### src/rtl/if_stage.sv
// rtl/if_stage.sv - instruction-fetch stage: PC, IF/ID register, redirect/stall/flush, STOP drain and fetch counter
module if_stage #(
  parameter int                    DATA_WIDTH   = 16,
  parameter int                    ADDR_WIDTH   = 8,
  parameter logic [DATA_WIDTH-1:0] NOP_INSTR    = 16'hFFFF,
  parameter int                    DRAIN_CYCLES = 3,
  parameter int                    CNT_WIDTH    = 16
) (
  input  logic                  clk,
  input  logic                  rst,
  output logic [ADDR_WIDTH-1:0] instruction_mem_addr_o,
  input  logic [DATA_WIDTH-1:0] instruction_mem_rD_i,
  input  logic                  stall_IF_ID_i,
  input  logic                  flush_IF_ID_i,
  input  logic                  pc_src_i,
  input  logic [ADDR_WIDTH-1:0] pc_target_i,
  input  logic                  stop_i,
  output logic [ADDR_WIDTH-1:0] PCD_o,
  output logic [DATA_WIDTH-1:0] instrD_o,
  output logic                  halted_o,
  output logic [CNT_WIDTH-1:0]  fetch_cnt_o
);

  localparam int DW = (DRAIN_CYCLES > 1) ? $clog2(DRAIN_CYCLES) : 1;
  localparam logic [DW-1:0] DRAIN_LAST = DW'(DRAIN_CYCLES - 1);

  typedef enum logic [1:0] {RUN, DRAIN, HALTED} state_t;

  state_t                state_q, state_d;
  logic [ADDR_WIDTH-1:0] pcf_q, pcf_d;
  logic [ADDR_WIDTH-1:0] pcd_q, pcd_d;
  logic [DATA_WIDTH-1:0] instr_q, instr_d;
  logic                  halted_q, halted_d;
  logic [CNT_WIDTH-1:0]  cnt_q, cnt_d;
  logic [DW-1:0]         drain_q, drain_d;

  always_comb begin
    state_d  = state_q;
    pcf_d    = pcf_q;
    pcd_d    = pcd_q;
    instr_d  = instr_q;
    halted_d = halted_q;
    cnt_d    = cnt_q;
    drain_d  = drain_q;
    case (state_q)
      RUN: begin
        // A taken redirect squashes whatever sits in ID, including a STOP.
        if (pc_src_i) begin
          pcf_d   = pc_target_i;
          pcd_d   = '0;
          instr_d = NOP_INSTR;
        end else if (stop_i && !stall_IF_ID_i) begin
          pcd_d   = '0;
          instr_d = NOP_INSTR;
          state_d = DRAIN;
          drain_d = '0;
        end else if (stall_IF_ID_i) begin
          pcf_d = pcf_q;
        end else if (flush_IF_ID_i) begin
          pcf_d   = pcf_q + ADDR_WIDTH'(1);
          pcd_d   = '0;
          instr_d = NOP_INSTR;
        end else begin
          pcf_d   = pcf_q + ADDR_WIDTH'(1);
          pcd_d   = pcf_q;
          instr_d = instruction_mem_rD_i;
          cnt_d   = (cnt_q == '1) ? cnt_q : cnt_q + CNT_WIDTH'(1);
        end
      end
      DRAIN: begin
        pcd_d   = '0;
        instr_d = NOP_INSTR;
        drain_d = drain_q + DW'(1);
        if (drain_q == DRAIN_LAST) begin
          state_d  = HALTED;
          halted_d = 1'b1;
        end
      end
      HALTED: begin
        pcd_d    = '0;
        instr_d  = NOP_INSTR;
        halted_d = 1'b1;
      end
      default: state_d = RUN;
    endcase
  end

  always_ff @(posedge clk) begin
    if (rst) begin
      state_q  <= RUN;
      pcf_q    <= '0;
      pcd_q    <= '0;
      instr_q  <= NOP_INSTR;
      halted_q <= 1'b0;
      cnt_q    <= '0;
      drain_q  <= '0;
    end else begin
      state_q  <= state_d;
      pcf_q    <= pcf_d;
      pcd_q    <= pcd_d;
      instr_q  <= instr_d;
      halted_q <= halted_d;
      cnt_q    <= cnt_d;
      drain_q  <= drain_d;
    end
  end

  assign instruction_mem_addr_o = pcf_q;
  assign PCD_o                  = pcd_q;
  assign instrD_o               = instr_q;
  assign halted_o               = halted_q;
  assign fetch_cnt_o            = cnt_q;

endmodule

### config.mk
export PLATFORM = sky130hd
export DESIGN_NAME = if_stage
export DESIGN_NICKNAME = d
export VERILOG_FILES = /design/src/rtl/if_stage.sv
export SDC_FILE = /design/constraint.sdc
export NUM_CORES = 1
export LEC_CHECK = 0
export ABC_AREA = 1
export CAP_MARGIN = 20
export CORE_MARGIN = 5
export CORE_UTILIZATION = 50
export DETAILED_ROUTE_END_ITERATION = 10
export GPL_TIMING_DRIVEN = 0
export PLACE_DENSITY = 0.84
export SYNTH_ARGS = -nofsm -noshare
export SYNTH_HDL_FRONTEND = slang
export SYNTH_SLANG_ARGS = --single-unit
### constraint.sdc
create_clock -name clk -period 2.64 [get_ports clk]
set_input_delay 0.396 -clock clk [delete_from_list [all_inputs] [get_ports clk]]
set_output_delay 0.396 -clock clk [all_outputs]
set_load 0.005 [all_outputs]
# ---- After elaboration in Yosys (flattened, before gate mapping)
# Index checks and enable logic that the tools add are counted.
dict set report word_totals {
  register_bits 53
  input_bits 30
  out_inout_bits 49
  word_cells 61
}
dict set report op_classes {
  add_sub_neg 3
  n_eq_ne 10
  muxes 22
  bitwise_logic 6
  n_reduce_logical 13
}
# cell count
set ops {}
lappend ops {{$mux W16} 4}
lappend ops {{$mux W8} 7}
lappend ops {{$pmux W16 S2} 1}
lappend ops {{$add A16 B1 Y16 const B} 1}
lappend ops {{$eq A16 B16 Y1 const B} 1}
lappend ops {{$pmux W8 S2} 1}
lappend ops {{$mux W2} 5}
lappend ops {{$add A8 B1 Y8 const B} 1}
lappend ops {{$ne A2 B2 Y1 const B} 4}
lappend ops {{$not A1 Y1} 6}
lappend ops {{$pmux W2 S3} 1}
lappend ops {{$reduce_and A3 Y1} 2}
lappend ops {{$reduce_and A6 Y1} 1}
lappend ops {{$reduce_bool A2 Y1} 3}
lappend ops {{$eq A2 B2 Y1 const B} 2}
lappend ops {{$ne A4 B4 Y1 const B} 1}
lappend ops {{$pmux W2 S2} 1}
lappend ops {{$reduce_and A2 Y1} 2}
lappend ops {{$reduce_and A4 Y1} 1}
lappend ops {{$add A2 B1 Y2 const B} 1}
lappend ops {{$eq A2 B1 Y1 const B} 1}
lappend ops {{$logic_not A2 Y1} 1}
lappend ops {{$ne A2 B1 Y1 const B} 1}
lappend ops {{$pmux W1 S2} 1}
lappend ops {{4 further kinds} 4}

# ---- Depth between registers and ports, before layout
dict set report depth {
  depth_word 5
  mapped_depth 11
}

# ---- Least setup slack after synthesis
# OpenSTA, ideal clock, no wires.
dict set report synth_path {
  path_type {register to register}
  from {reg state_q[0]}
  to {reg instr_q[0], in the netlist instrD_o[0]}
  setup_ns 0.130
  arrival_time_ns 1.405
  required_ns 2.510
  setup_slack_ns 1.105
  path_stages_with_launch 7
  path_buffers 2
  cell_sequence {dfxtp_1 inv_1 ha_1 clkbuf_1 clkbuf_1 nor4_1 o21ai_1}
}
dict set report synth_via {
  elab_chain_cells 4
}
# element line_no
set synth_rtl {}
lappend synth_rtl {{from (decl)} 29} ;# state_t state_q, state_d;
lappend synth_rtl {{from (signal assigned)} 98} ;# state_q <= state_d;
lappend synth_rtl {{$eq A2 B1 Y1 or $eq A2 B2 Y1 (tied branches)} 45} ;# case (state_q)
lappend synth_rtl {{$reduce_or A2 Y1 (no line)} --}
lappend synth_rtl {{$reduce_bool A2 Y1 (no line)} --}
lappend synth_rtl {{$reduce_and A2 Y1 (no line)} --}
lappend synth_rtl {{to (signal assigned)} 101} ;# instr_q <= instr_d;
lappend synth_rtl {{to (decl)} 32} ;# logic [DATA_WIDTH-1:0] instr_q, instr_d;
# Several ways; a longest one is shown, not always the timed one.
# A chain may end at the register's enable or synchronous reset.

# ---- Worst setup path after layout
dict set report layout_path {
  from {reg state_q[0]}
  to {reg instr_q[12], in the netlist instrD_o[12]}
}
# The elaborated chain is that of the path after synthesis.

==> impl_metrics.ini <==
[outcome]
status = finished clean

[worst_setup_path]
cp_max_fo = 10
cpPeakStageDelay_ns = 0.39
crit_start = state_q[0]
path_class = flip-flop to flip-flop
worstReg2RegStart = state_q[0]
required_ns = 2.82
cp-start-kind = flip-flop
path_cells = inv_1 > ha_1 > clkbuf_1 > clkbuf_1 > nor4_1 > o21ai_1
slowest_stage = dfxtp_1
crit_path_end_kind = flip-flop
crit_path_frequent_cell = clkbuf_1
r2r_setup_slack_ns = 0.77
r2r_end = instrD_o[12]
endpoint = instrD_o[12]
r2r_cells = 6
cp.arrival_ns = 2.04

[drt]
detail-route-antenna-nets = 0
post-route-drc-count = 0
firstDrtPassIters = 4
post_drt_wl_per_cell_um = 13.40
routed_wirelength_mm = 7.051
viasPerCell = 5.198
vias = 2734
first_iter_violations = 85

[die]
core_um2 = 5140
initial_core_util = 0.5204
dieArea_um2 = 6913
num_rows = 26
die_h_um = 83.15
fp.dieW_um = 83.15
ios = 79

[yosys]
syn_nets = 409
avgSynthCellArea_um2 = 7.210
yosysSeqAreaShare = 0.3966
synthCells = 371
syn-cell-area_um2 = 2675
synth_cell_type_count = 32
ys_ff_latch = 53
ys.warnings.count = 0

[cells_and_area]
drive_above_1_share = 0.08772
syn2layout_area_growth_pct = 36.34
fin_util = 0.7096
nNetsFinal = 494
fin_cells = 526
antenna_cells = 0

[place]
place_inst = 519
gp_congestion = 0.8191
hpwl_mm = 5.235
io_buffer_count = 78

[power_and_ir_drop]
ir_worst_vdd_mv = 0.3844
power_density_nw_per_um2 = 662.5
power.leakage_nw = 1.364
power_mw = 2.416

[sta]
skew_ns = 0.005470
drv_slew = 0
rsz0062_at_grt = false
relSlewSlack = 0.6806
finalCriticalPeriod_ns = 1.865
setup_viol = 0
fin_crit_sh = 0.7066
finalHoldViolations = 0
setup_tns_ns = 0
fmax_mhz = 536.1
tightestPinTransition_ns = 0.4790

[global_route]
grt_pass1_vias = 2679
antenna_found_initial = 0
grt_max_degree = 16
overflow = 0
track_usage = 0.2109
grt_pass1_wl_mm = 12.41

[clocking]
cts-root-to-sink-buffers = 2
cts_setup_buffers = 0
worstSkewPairLatency_ns = 0.31
cts_resized = 0
cts_tree = built
cts_sinks = 53
root_buffer = clkbuf_8
clk_pin_slew_ns = 0.10
hold_buffers = 0
h-tree-depth = 2
cts-buffers-inserted = 5

[hold_path]
min_path_type = flip-flop to flip-flop

[job]
maxCapViolCount = 0
[worst max-delay path: cells and delay by family (launching register included)]
kind | cells | cell delay [ns]
buffers and inverters | 3 | 0.55
AO/OA/AOI/OAI | 1 | 0.11
AND/OR/NAND/NOR | 1 | 0.39
flip-flops | 1 | 0.39
adder cells (fa/ha/maj) | 1 | 0.30
[routing by layer]
metal,vias up,GRT usage,part of all wire
li1,1392,-,-
met1,1264,0.2602,0.43
met5,-,0,0
met4,0,0.04755,0.013
met2,69,0.3703,0.50
met3,9,0.05050,0.054
[cells in the final DEF, fill, tap and decap left out, types with 2 or more instances in the layout]
| cell type | count |
|---|---|
| a21oi_1 | 25 |
| a21oi_2 | 2 |
| buf_2 | 6 |
| clkbuf_1 | 8 |
| clkbuf_8 | 5 |
| clkdlybuf4s50_1 | 78 |
| dfxtp_1 | 53 |
| ha_1 | 8 |
| inv_1 | 24 |
| inv_2 | 7 |
| nand2_1 | 59 |
| nand2_2 | 6 |
| nand2_4 | 2 |
| nand3_1 | 23 |
| nand3b_1 | 2 |
| nand4_1 | 2 |
| nor2_1 | 65 |
| nor2_4 | 2 |
| nor2_8 | 2 |
| nor4_1 | 17 |
| o21a_1 | 4 |
| o21ai_0 | 14 |
| o21ai_1 | 25 |
| o21ai_4 | 2 |
| o21bai_1 | 2 |
| xor2_1 | 3 |
[stage by stage]
| stage | hold slack (ns) | instance area (µm²) | setup slack [ns] |
|---|---|---|---|
| 2_1_floorplan | 0.4490 | 2675 | 1.105 |
| 3_3_place_gp | 0.4523 | 3543 | 0.6629 |
| 3_5_place_dp | 0.4673 | 3543 | 0.6139 |
| 4_1_cts | 0.4868 | 3647 | 0.7667 |
| 5_1_grt | 0.5140 | 3647 | 0.5905 |
| 6_report | 0.4791 | 3647 | 0.7745 |
[cell families (layout without fill, tap and decap cells)]
| family | after synthesis | in the layout | synth area share |
|---|---|---|---|
| AND/OR/NAND/NOR | 184 | 184 | 0.3246 |
| AO/OA/AOI/OAI | 76 | 76 | 0.1600 |
| buffers and inverters | 47 | 132 | 0.07156 |
| XOR/XNOR | 3 | 3 | 0.009824 |
| adder cells (fa/ha/maj) | 8 | 8 | 0.03742 |
| flip-flops | 53 | 53 | 0.3966 |
[synth_stat cells (all sizes together)]
| library cell | n | area, µm² |
|---|---|---|
| nor3 | 2 | 15.01 |
| dfxtp | 53 | 1061 |
| buf | 7 | 41.29 |
| nand3b | 2 | 15.01 |
| inv | 31 | 116.4 |
| o22ai | 1 | 6.260 |
| nand2 | 67 | 281.5 |
| xor2 | 3 | 26.28 |
| o21ai | 41 | 227.7 |
| clkbuf | 8 | 30.03 |
| o21a | 4 | 30.03 |
| a21oi | 27 | 142.6 |
| ha | 8 | 100.1 |
| nand4 | 2 | 12.51 |
| nand3 | 24 | 125.1 |
| a31oi | 1 | 6.260 |
| clkinv | 1 | 3.750 |
| o21bai | 2 | 15.01 |
| nor2 | 70 | 312.8 |
| nor4 | 17 | 106.4 |
[worst min path at each step]
stage / from / endpoint / slack, ns / cells past startpoint
2_1_floorplan: drain_q[1] / drain_q[1] / 0.45 / 2
3_3_place_gp: halted_o / halted_o / 0.45 / 2
3_5_place_dp: halted_o / halted_o / 0.47 / 2
4_1_cts: halted_o / halted_o / 0.49 / 2
5_1_grt: halted_o / halted_o / 0.51 / 2
6_report: halted_o / halted_o / 0.48 / 2
[where the power goes]
part | internal (mW) | switching [mW]
registers | 0.895 | 0.0889
clock network | 0.276 | 0.268
logic | 0.354 | 0.534
total | 1.53 | 0.891
[final cells by class]
| class | count | area [µm²] |
|---|---|---|
| buffer | 15 | 71.32 |
| clock buffer | 5 | 68.82 |
| clock inverter | 2 | 35.03 |
| fill | 470 | 1493 |
| inverter | 32 | 120.1 |
| multi-input combinational | 271 | 1423 |
| sequential | 53 | 1061 |
| tap | 70 | 87.58 |
| timing repair buffer | 78 | 780.7 |
[sequential cells by signal, summed over array words and instances, names as in the netlist]
signal                  count
state_q                     2
fetch_cnt_o                16
drain_q                     2
PCD_o                       8
instruction_mem_addr_o      8
halted_o                    1
instrD_o                   16
No activity file was read; power rests on OpenSTA's default activity.
